$ cat config.mk
export PLATFORM = sky130hd
export DESIGN_NAME = nested_int_ctrl
export DESIGN_NICKNAME = d
export VERILOG_FILES = /design/src/rtl/nested_int_ctrl.sv
export SDC_FILE = /design/constraint.sdc
export NUM_CORES = 1
export LEC_CHECK = 0
export ABC_AREA = 1
export CAP_MARGIN = 20
export CORE_MARGIN = 3
export CORE_UTILIZATION = 45
export DETAILED_ROUTE_END_ITERATION = 16
export DONT_BUFFER_PORTS = 1
export SLEW_MARGIN = 20
export SYNTH_ARGS = -nofsm -noshare
export SYNTH_HDL_FRONTEND = slang
export SYNTH_SLANG_ARGS = --single-unit
$ cat constraint.sdc
create_clock -name clk -period 14.7 [get_ports clk]
set_input_delay 2.205 -clock clk [delete_from_list [all_inputs] [get_ports clk]]
set_output_delay 2.205 -clock clk [all_outputs]
set_load 0.01 [all_outputs]
$ cat src/rtl/nested_int_ctrl.sv
// ---------------------------------------------------------------------------
// nested_int_ctrl
//   Nesting interrupt controller for the 5-stage core. It latches rising edges
//   of N_SRC request lines and arbitrates them by fixed priority (the highest
//   index wins). It redirects the pipeline to a per-source vector and keeps an
//   EPC / source stack, so a higher-priority source can pre-empt a running
//   handler. ERET pops one level of that stack.
//
//   Optional build macro: INT_SYNC_EN
//     Defined   : irq_in passes a 2-flop synchroniser before edge detection.
//     Undefined : irq_in is assumed synchronous to clk and is sampled directly.
//
// Ports
//   clk, rst     core clock, asynchronous active-high reset
//   irq_in       raw request levels
//   pipe_ready   pipeline may be redirected this cycle
//   pc_resume    PC saved as EPC when an interrupt is taken this cycle
//   eret         ERET decoded in ID
//   ie_wr_en/ie_wr_data  global interrupt enable write
//   int_take     1-cycle pulse, redirect to int_vec
//   int_vec      handler address, valid while int_take
//   eret_take    1-cycle pulse, redirect to ret_pc
//   ret_pc       popped EPC, valid while eret_take
//   eret_err     1-cycle pulse, ERET with an empty stack
//   ie           global interrupt enable
//   pending      latched requests that have not been taken yet
//   in_service   sources whose handlers are active
//   depth        current nesting level
// ---------------------------------------------------------------------------
module nested_int_ctrl #(
  parameter int unsigned N_SRC = 3,
  parameter int unsigned ADDR_W = 32,
  parameter logic [ADDR_W-1:0] VEC_BASE = ADDR_W'(32'h0000_2000),
  parameter logic [ADDR_W-1:0] VEC_STRIDE = ADDR_W'(32'h0000_0100),
  localparam int unsigned DW = $clog2(N_SRC + 1),
  localparam int unsigned SW = (N_SRC > 1) ? $clog2(N_SRC) : 1
) (
  input  logic              clk,
  input  logic              rst,
  input  logic [N_SRC-1:0]  irq_in,
  input  logic              pipe_ready,
  input  logic [ADDR_W-1:0] pc_resume,
  input  logic              eret,
  input  logic              ie_wr_en,
  input  logic              ie_wr_data,
  output logic              int_take,
  output logic [ADDR_W-1:0] int_vec,
  output logic              eret_take,
  output logic [ADDR_W-1:0] ret_pc,
  output logic              eret_err,
  output logic              ie,
  output logic [N_SRC-1:0]  pending,
  output logic [N_SRC-1:0]  in_service,
  output logic [DW-1:0]     depth
);

  typedef enum logic [1:0] {
    ST_RUN   = 2'd0,
    ST_ENTER = 2'd1,
    ST_LEAVE = 2'd2
  } state_t;

  // Request lines as seen by the edge detector
  logic [N_SRC-1:0] irq_s;

`ifdef INT_SYNC_EN
  logic [N_SRC-1:0] sync1_q, sync1_d;
  logic [N_SRC-1:0] sync2_q, sync2_d;

  // Synchroniser next-state
  always_comb begin
    sync1_d = irq_in;
    sync2_d = sync1_q;
  end

  // Two-flop synchroniser for asynchronous request lines
  always_ff @(posedge clk or posedge rst) begin
    if (rst) begin
      sync1_q <= '0;
      sync2_q <= '0;
    end else begin
      sync1_q <= sync1_d;
      sync2_q <= sync2_d;
    end
  end

  assign irq_s = sync2_q;
`else
  assign irq_s = irq_in;
`endif

  state_t              state_q, state_d;
  logic [N_SRC-1:0]    irq_prev_q, irq_prev_d;
  logic [N_SRC-1:0]    pending_q, pending_d;
  logic [N_SRC-1:0]    in_service_q, in_service_d;
  logic [DW-1:0]       depth_q, depth_d;
  logic                ie_q, ie_d;
  logic                int_take_q, int_take_d;
  logic [ADDR_W-1:0]   int_vec_q, int_vec_d;
  logic                eret_take_q, eret_take_d;
  logic [ADDR_W-1:0]   ret_pc_q, ret_pc_d;
  logic                eret_err_q, eret_err_d;
  logic [ADDR_W-1:0]   stack_epc_q [N_SRC];
  logic [ADDR_W-1:0]   stack_epc_d [N_SRC];
  logic [SW-1:0]       stack_src_q [N_SRC];
  logic [SW-1:0]       stack_src_d [N_SRC];

  logic [N_SRC-1:0]    edge_s;
  logic [SW-1:0]       hp_idx_s, hs_idx_s, pop_src_s, push_ptr_s, pop_ptr_s;
  logic                hp_vld_s, hs_vld_s, hp_gt_hs_s;
  logic                qualify_s, do_pop_s, do_err_s;
  logic [DW-1:0]       top_s;

  // Arbitration, qualification and the next state of every flop
  always_comb begin
    irq_prev_d = irq_s;
    edge_s     = irq_s & ~irq_prev_q;

    // Highest pending and highest in-service index; the later (higher) index overrides
    hp_idx_s = '0;
    hp_vld_s = 1'b0;
    hs_idx_s = '0;
    hs_vld_s = 1'b0;
    for (int i = 0; i < N_SRC; i++) begin
      hp_idx_s = pending_q[i]    ? SW'(i) : hp_idx_s;
      hp_vld_s = hp_vld_s | pending_q[i];
      hs_idx_s = in_service_q[i] ? SW'(i) : hs_idx_s;
      hs_vld_s = hs_vld_s | in_service_q[i];
    end
    hp_gt_hs_s = hp_vld_s && (!hs_vld_s || (hp_idx_s > hs_idx_s));

    qualify_s = (state_q == ST_RUN) && ie_q && hp_gt_hs_s && pipe_ready && !eret;
    do_pop_s  = (state_q == ST_RUN) && eret && pipe_ready && (depth_q != '0);
    do_err_s  = (state_q == ST_RUN) && eret && pipe_ready && (depth_q == '0);

    top_s      = depth_q - DW'(1'b1);
    push_ptr_s = SW'(depth_q);
    pop_ptr_s  = SW'(top_s);
    pop_src_s  = stack_src_q[pop_ptr_s];

    // Defaults: hold state, drop pulses, and keep latching new edges
    state_d      = state_q;
    pending_d    = pending_q | edge_s;
    in_service_d = in_service_q;
    depth_d      = depth_q;
    ie_d         = ie_wr_en ? ie_wr_data : ie_q;
    int_take_d   = 1'b0;
    int_vec_d    = int_vec_q;
    eret_take_d  = 1'b0;
    ret_pc_d     = ret_pc_q;
    eret_err_d   = 1'b0;
    stack_epc_d  = stack_epc_q;
    stack_src_d  = stack_src_q;

    case (state_q)
      ST_RUN: begin
        // ERET has priority over a request that qualifies in the same cycle
        if (do_pop_s) begin
          in_service_d[pop_src_s] = 1'b0;
          depth_d                 = top_s;
          eret_take_d             = 1'b1;
          ret_pc_d                = stack_epc_q[pop_ptr_s];
          state_d                 = ST_LEAVE;
        end else if (qualify_s) begin
          stack_epc_d[push_ptr_s] = pc_resume;
          stack_src_d[push_ptr_s] = hp_idx_s;
          in_service_d[hp_idx_s]  = 1'b1;
          // The take clears the bit; a fresh edge in the same cycle keeps it set
          pending_d[hp_idx_s]     = edge_s[hp_idx_s];
          depth_d                 = depth_q + DW'(1'b1);
          int_take_d              = 1'b1;
          int_vec_d               = VEC_BASE + (ADDR_W'(hp_idx_s) * VEC_STRIDE);
          state_d                 = ST_ENTER;
        end else begin
          eret_err_d = do_err_s;
          state_d    = ST_RUN;
        end
      end
      ST_ENTER: state_d = ST_RUN;
      ST_LEAVE: state_d = ST_RUN;
      default:  state_d = ST_RUN;
    endcase
  end

  // Controller state, stack and registered outputs
  always_ff @(posedge clk or posedge rst) begin
    if (rst) begin
      state_q      <= ST_RUN;
      irq_prev_q   <= '0;
      pending_q    <= '0;
      in_service_q <= '0;
      depth_q      <= '0;
      ie_q         <= 1'b1;
      int_take_q   <= 1'b0;
      int_vec_q    <= '0;
      eret_take_q  <= 1'b0;
      ret_pc_q     <= '0;
      eret_err_q   <= 1'b0;
      for (int i = 0; i < N_SRC; i++) begin
        stack_epc_q[i] <= '0;
        stack_src_q[i] <= '0;
      end
    end else begin
      state_q      <= state_d;
      irq_prev_q   <= irq_prev_d;
      pending_q    <= pending_d;
      in_service_q <= in_service_d;
      depth_q      <= depth_d;
      ie_q         <= ie_d;
      int_take_q   <= int_take_d;
      int_vec_q    <= int_vec_d;
      eret_take_q  <= eret_take_d;
      ret_pc_q     <= ret_pc_d;
      eret_err_q   <= eret_err_d;
      for (int i = 0; i < N_SRC; i++) begin
        stack_epc_q[i] <= stack_epc_d[i];
        stack_src_q[i] <= stack_src_d[i];
      end
    end
  end

  assign int_take   = int_take_q;
  assign int_vec    = int_vec_q;
  assign eret_take  = eret_take_q;
  assign ret_pc     = ret_pc_q;
  assign eret_err   = eret_err_q;
  assign ie         = ie_q;
  assign pending    = pending_q;
  assign in_service = in_service_q;
  assign depth      = depth_q;

endmodule

* Word-level counts from Yosys, hierarchy flattened
Index checks and enable logic that the tools add are counted.
** Cells by class
- Add/sub/neg operators :: 3
- Magnitude comparators :: 8
- Multiplexer cells :: 41
- Bitwise gates (word level) :: 13
- Reductions and logical operators :: 22
** Operators by type and width (count)
- 96-bit bitwise mux :: 1
- 32-bit 2-to-1 mux :: 3
- 32-bit binary-select mux with 2-bit select :: 1
- 32-bit demux with 2-bit select :: 1
- 2-bit 2-to-1 mux :: 9
- 14-bit by 10-bit adder with 15-bit output, first input constant :: 1
- 3-bit 2-to-1 mux :: 5
- 1-bit 2-to-1 mux :: 14
- 1-bit logical AND :: 12
- 3-bit AND :: 2
- 6-bit bitwise mux :: 1
- 3-bit >= comparator, second input constant :: 2
- 2-bit by 3-bit < comparator with 1-bit output, second input constant :: 2
- 2-bit NOT with 3-bit output :: 2
- 3-bit NOT :: 2
- 3-bit bitwise OR :: 2
- 2-bit binary-select mux with 2-bit select :: 1
- 1-bit demux with 2-bit select :: 2
- 2-bit demux with 2-bit select :: 1
- 2-bit by 1-bit >= comparator with 1-bit output, second input constant :: 2
- 2-bit logical NOT :: 2
- 1-bit bitwise OR :: 4
- 2-bit AND reduction :: 2
- 2-bit nonzero test :: 2
- other kinds (10) :: 11
** Storage, ports and cells
- Bits in registers :: 183
- Output and inout port bits :: 76
- Word-level logic and storage cells :: 104

* Depth between registers and ports, before layout
- Depth in word-level cells :: 12
- Depth in mapped cells :: 14
- Gate-level depth less buffers :: 13

* Worst setup path before layout
Ideal clock, no wire load.
- Path type :: input -> register
- From :: input port eret
- To :: register stack_src_q[0] in the netlist's numbering
- Arrival :: 3.076 ns
- Slack :: 11.502 ns
- Stages :: 8
- Buffers on the path :: 2
- Path through :: nor2_1 > nand3_2 > nor2_8 > nand3_4 > buf_6 > buf_6 > nand2_1 > o21ai_1
** On the way
- Cells in the longest elaborated chain, start to end :: 5
** Ends and longest elaborated chain
- start: declaration :: RTL line 43 : input logic eret,
- 1-bit logical AND (3 in series) :: RTL line 133 : do_pop_s = (state_q == ST_RUN) && eret && pipe_ready && (depth_q != '0);
- 1-bit NOT (no source line)
- 3-bit AND reduction (no source line) *
- end signal: indexed assignment :: RTL line 217 : stack_src_q[i] <= stack_src_d[i];
- end: declaration :: RTL line 105 : logic [SW-1:0] stack_src_q [N_SRC];
Every way passes the cells marked *; elsewhere a longest branch is shown, timed or not.
A chain may end at the register's enable or synchronous reset.

* Worst setup path after layout
- From :: input port eret
- To :: register stack_epc_q[85] in the netlist's numbering
** On the way
- Cells in the longest elaborated chain, start to end :: 5
** Ends and longest elaborated chain
- 1-bit logical AND (3 in series) :: RTL line 133
- 1-bit NOT (no source line)
- 3-bit AND reduction (no source line) *
- end signal: indexed assignment :: RTL line 216 : stack_epc_q[i] <= stack_epc_d[i];
- end: declaration :: RTL line 103 : logic [ADDR_W-1:0] stack_epc_q [N_SRC];
Marked as above.

==> flow_metrics.py <==
metrics = {
    "status": {
        "outcome": "finished, final reports clean",
    },
    "grt": {
        "grt.total_usage_pct": 19.2,
        "grt_pass1_wl_mm": 24.7,
        "overflow": 0,
        "use_met1_pct": 24.7,
        "grt.busiest_layer": "met2",
        "grt_max_degree": 91,
        "grt_antenna_before_repair": 0,
        "use_met2_pct": 31.3,
        "grt_pass1_vias": 4847,
        "use_met3_pct": 4.77,
    },
    "clock_tree": {
        "htreeDepth": 4,
        "postCtsHoldBufs": 0,
        "cts_buffers": 17,
        "cts_buffer_depth": 2,
        "root_buffer": "clkbuf_16",
        "cts_resized": 0,
        "cts.clk_slew.worst_paths_ns": 0.06,
        "cts_setup_buffers": 0,
        "cts.sinks": 152,
        "cts_tree": "built",
        "clock_latency_ns": 0.43,
    },
    "final_layout": {
        "layout-drive-gt1-share_pct": 7.96,
        "fillers": 1385,
        "fin_cells": 963,
        "syn_to_final_growth_pct": 7.84,
        "num_antenna_cells": 0,
        "final_util_pct": 49.9,
        "fin_nets": 812,
    },
    "timing": {
        "slew_headroom_pct": 43.9,
        "maxSlewViolCount": 0,
        "fin_skew_ns": 0.00637,
        "finalHoldViolations": 0,
        "rsz0062_at_grt": "false",
        "tightest_slew_ns": 0.841,
        "post-route-period-util_pct": 23.3,
        "final-setup-viol-count": 0,
        "setup_tns_ns": 0,
        "max_freq_mhz": 292,
        "period_minus_slack_ns": 3.43,
    },
    "placement": {
        "dp_hpwl_mm": 8.91,
        "portBuffers": 0,
        "dp.cells": 931,
        "gp_congestion": 0.760,
    },
    "die": {
        "rows": 44,
        "start_util_pct": 46.3,
        "die_x_um": 129,
        "die_y_um": 129,
        "io_pins": 117,
        "coreArea_um2": 14600,
        "die_area_um2": 16600,
    },
    "synthesis": {
        "syn_inst": 785,
        "yosys_warnings": 0,
        "syn-cell-area_um2": 6780,
        "ys_seq_elements": 152,
        "synth.distinct_cells": 27,
        "syn_avg_cell_area_um2": 8.64,
        "ys_seq_area_share_pct": 56.1,
    },
    "critical_path": {
        "worstPathArrival_ns": 3.74,
        "start_kind": "primary input",
        "critPathSlowestCell": "nand3_4",
        "crit_path_end_kind": "flop",
        "reg2regPathDepth": 13,
        "path_cells": "nor2_1 -> nand3_2 -> nor2_8 -> nand3_4 -> o21ai_0",
        "crit_path_start": "eret",
        "cp_max_fo": 68,
        "crit_family": "simple AND/OR/NAND/NOR gates",
        "critical_path_class": "primary input to flop",
        "r2r_slack_ns": 11.60,
        "rr_startpoint": "depth[0]$_DFFE_PP0P_",
        "worstReg2RegEnd": "in_service[0]$_DFFE_PP0P_",
        "slowest_delay_ns": 0.65,
        "critPathBufInv": 0,
        "crit_required_ns": 15.02,
    },
    "power": {
        "ir_drop_mv": 0.134,
        "p_sw_uw": 586,
        "p_clk_share_pct": 27.9,
        "power_density_nw_per_um2": 218,
        "pwr-share-seq_pct": 44.4,
        "combPwrFrac_pct": 27.7,
        "switching_share_pct": 36.7,
        "p_leak_uw": 0.00370,
        "internal_power_uw": 1010,
    },
    "run": {
        "maxCapViolations": 0,
    },
    "min_path": {
        "worstHoldStart": "irq_prev_q[2]$_DFF_PP0_",
        "hold_path.class": "flop to flop",
        "worstHoldPathCells": 1,
        "min_to": "pending[2]$_DFF_PP0_",
    },
    "drt": {
        "vias": 4868,
        "drt-total-wl_mm": 15.3,
        "first_pass_iters": 5,
        "drc": 0,
        "drtIter0Drc": 454,
        "wl_per_cell_um": 15.9,
        "viasPerCell": 5.06,
        "detail-route-antenna-nets": 0,
    },
}
-- per-layer routing --
metal	wire length (um)	vias up	share of wire, %
li1	-	2386	-
met1	6650	2336	43
met2	7570	129	50
met3	812	17	5.3
met4	255	0	1.7
met5	0	-	0
-- per-stage QoR --
| stage | hold WS (ns) | instance area [um2] | power, uW | setup slack (ns) |
|---|---|---|---|---|
| after floorplan | 0.400 | 6880 | 1030 | 8.40 |
| after global placement | 0.408 | 6700 | 1140 | 10.91 |
| after detailed placement | 0.419 | 6700 | 1160 | 10.83 |
| after CTS | 0.426 | 7310 | 1610 | 11.27 |
| after global routing | 0.456 | 7310 | 1710 | 11.03 |
| final | 0.414 | 7310 | 1600 | 11.27 |
-- power groups by stage --
stage	registers (uW)	logic, uW	clock network [uW]
2_1_floorplan	685	350	0
3_3_place_gp	708	428	0
3_5_place_dp	715	445	0
4_1_cts	711	447	453
5_1_grt	728	518	468
6_report	709	442	444
-- area by class of cell --
type / instances / area (um2) / share of cell area (%)
clock buffer: 25 / 526 / 7.19
clock inverter: 7 / 87.6 / 1.20
inverter: 58 / 223 / 3.05
multi-input combinational: 531 / 2390 / 32.8
sequential: 152 / 3800 / 52.0
tap: 184 / 230 / 3.15
timing repair buffer: 6 / 45.0 / 0.616
-- flip-flops by register name (all words and copies together) (netlist names) --
register     flops
stack_epc_q     96
ret_pc          32
stack_src_q      6
in_service       3
int_vec          3
irq_prev_q       3
pending          3
depth            2
eret_err         1
eret_take        1
ie               1
state_q          1
-- worst max-delay path by stage --
stage	to	cells after the start
2_1_floorplan	depth[0]$_DFFE_PP0P_	1
3_3_place_gp	stack_epc_q[19]$_DFFE_PP0P_	5
3_5_place_dp	stack_epc_q[22]$_DFFE_PP0P_	5
4_1_cts	stack_epc_q[22]$_DFFE_PP0P_	5
5_1_grt	stack_epc_q[85]$_DFFE_PP0P_	5
6_report	stack_epc_q[85]$_DFFE_PP0P_	5
-- layout by cell type, fill, tap and decap left out --
master,Yosys,layout
nor2_2,1,1
o21ai_0,108,108
buf_4,30,6
nand4_1,1,1
clkinv_1,2,2
a21oi_1,3,3
nor2_8,1,1
dfrtp_1,151,151
inv_2,2,2
bufinv_16,0,2
xor2_1,1,1
inv_6,0,1
nand3_2,1,1
clkbuf_8,0,7
or2_2,1,1
o21ai_2,12,12
o21ai_1,54,54
nand3_4,3,3
nand2_2,1,1
ha_2,0,1
nand3_1,8,8
nand2_1,260,260
dfstp_2,1,1
clkbuf_16,0,17
clkinvlp_4,0,1
inv_1,54,53
nor2_1,42,42
clkinv_2,0,4
ha_1,5,4
conb_1,1,29
clkbuf_1,17,1
-- Yosys cell counts (all sizes together) --
| cell | number | share of area, % |
|---|---|---|
| ha | 5 | 0.92 |
| conb | 1 | 0.055 |
| or2 | 1 | 0.092 |
| o21ai | 174 | 14 |
| xor2 | 1 | 0.13 |
| nand2 | 261 | 14 |
| inv | 56 | 3.1 |
| buf | 55 | 6.0 |
| clkinv | 2 | 0.11 |
| a21oi | 3 | 0.22 |
| clkbuf | 17 | 0.94 |
| dfrtp | 151 | 56 |
| dfstp | 1 | 0.39 |
| nand3 | 12 | 1.5 |
| nor2 | 44 | 2.7 |
| nand4 | 1 | 0.092 |
-- logic make-up after synthesis --
group / share of synthesized area, %
AND/OR/NAND/NOR: 18.9
XOR/XNOR: 0.129
adder cells (fa/ha/maj): 0.923
buffers and inverters: 10.1
other: 0.0553
flip-flops: 56.1
AO/OA/AOI/OAI: 13.7
Note: power is estimated with default switching activity, not from simulation.
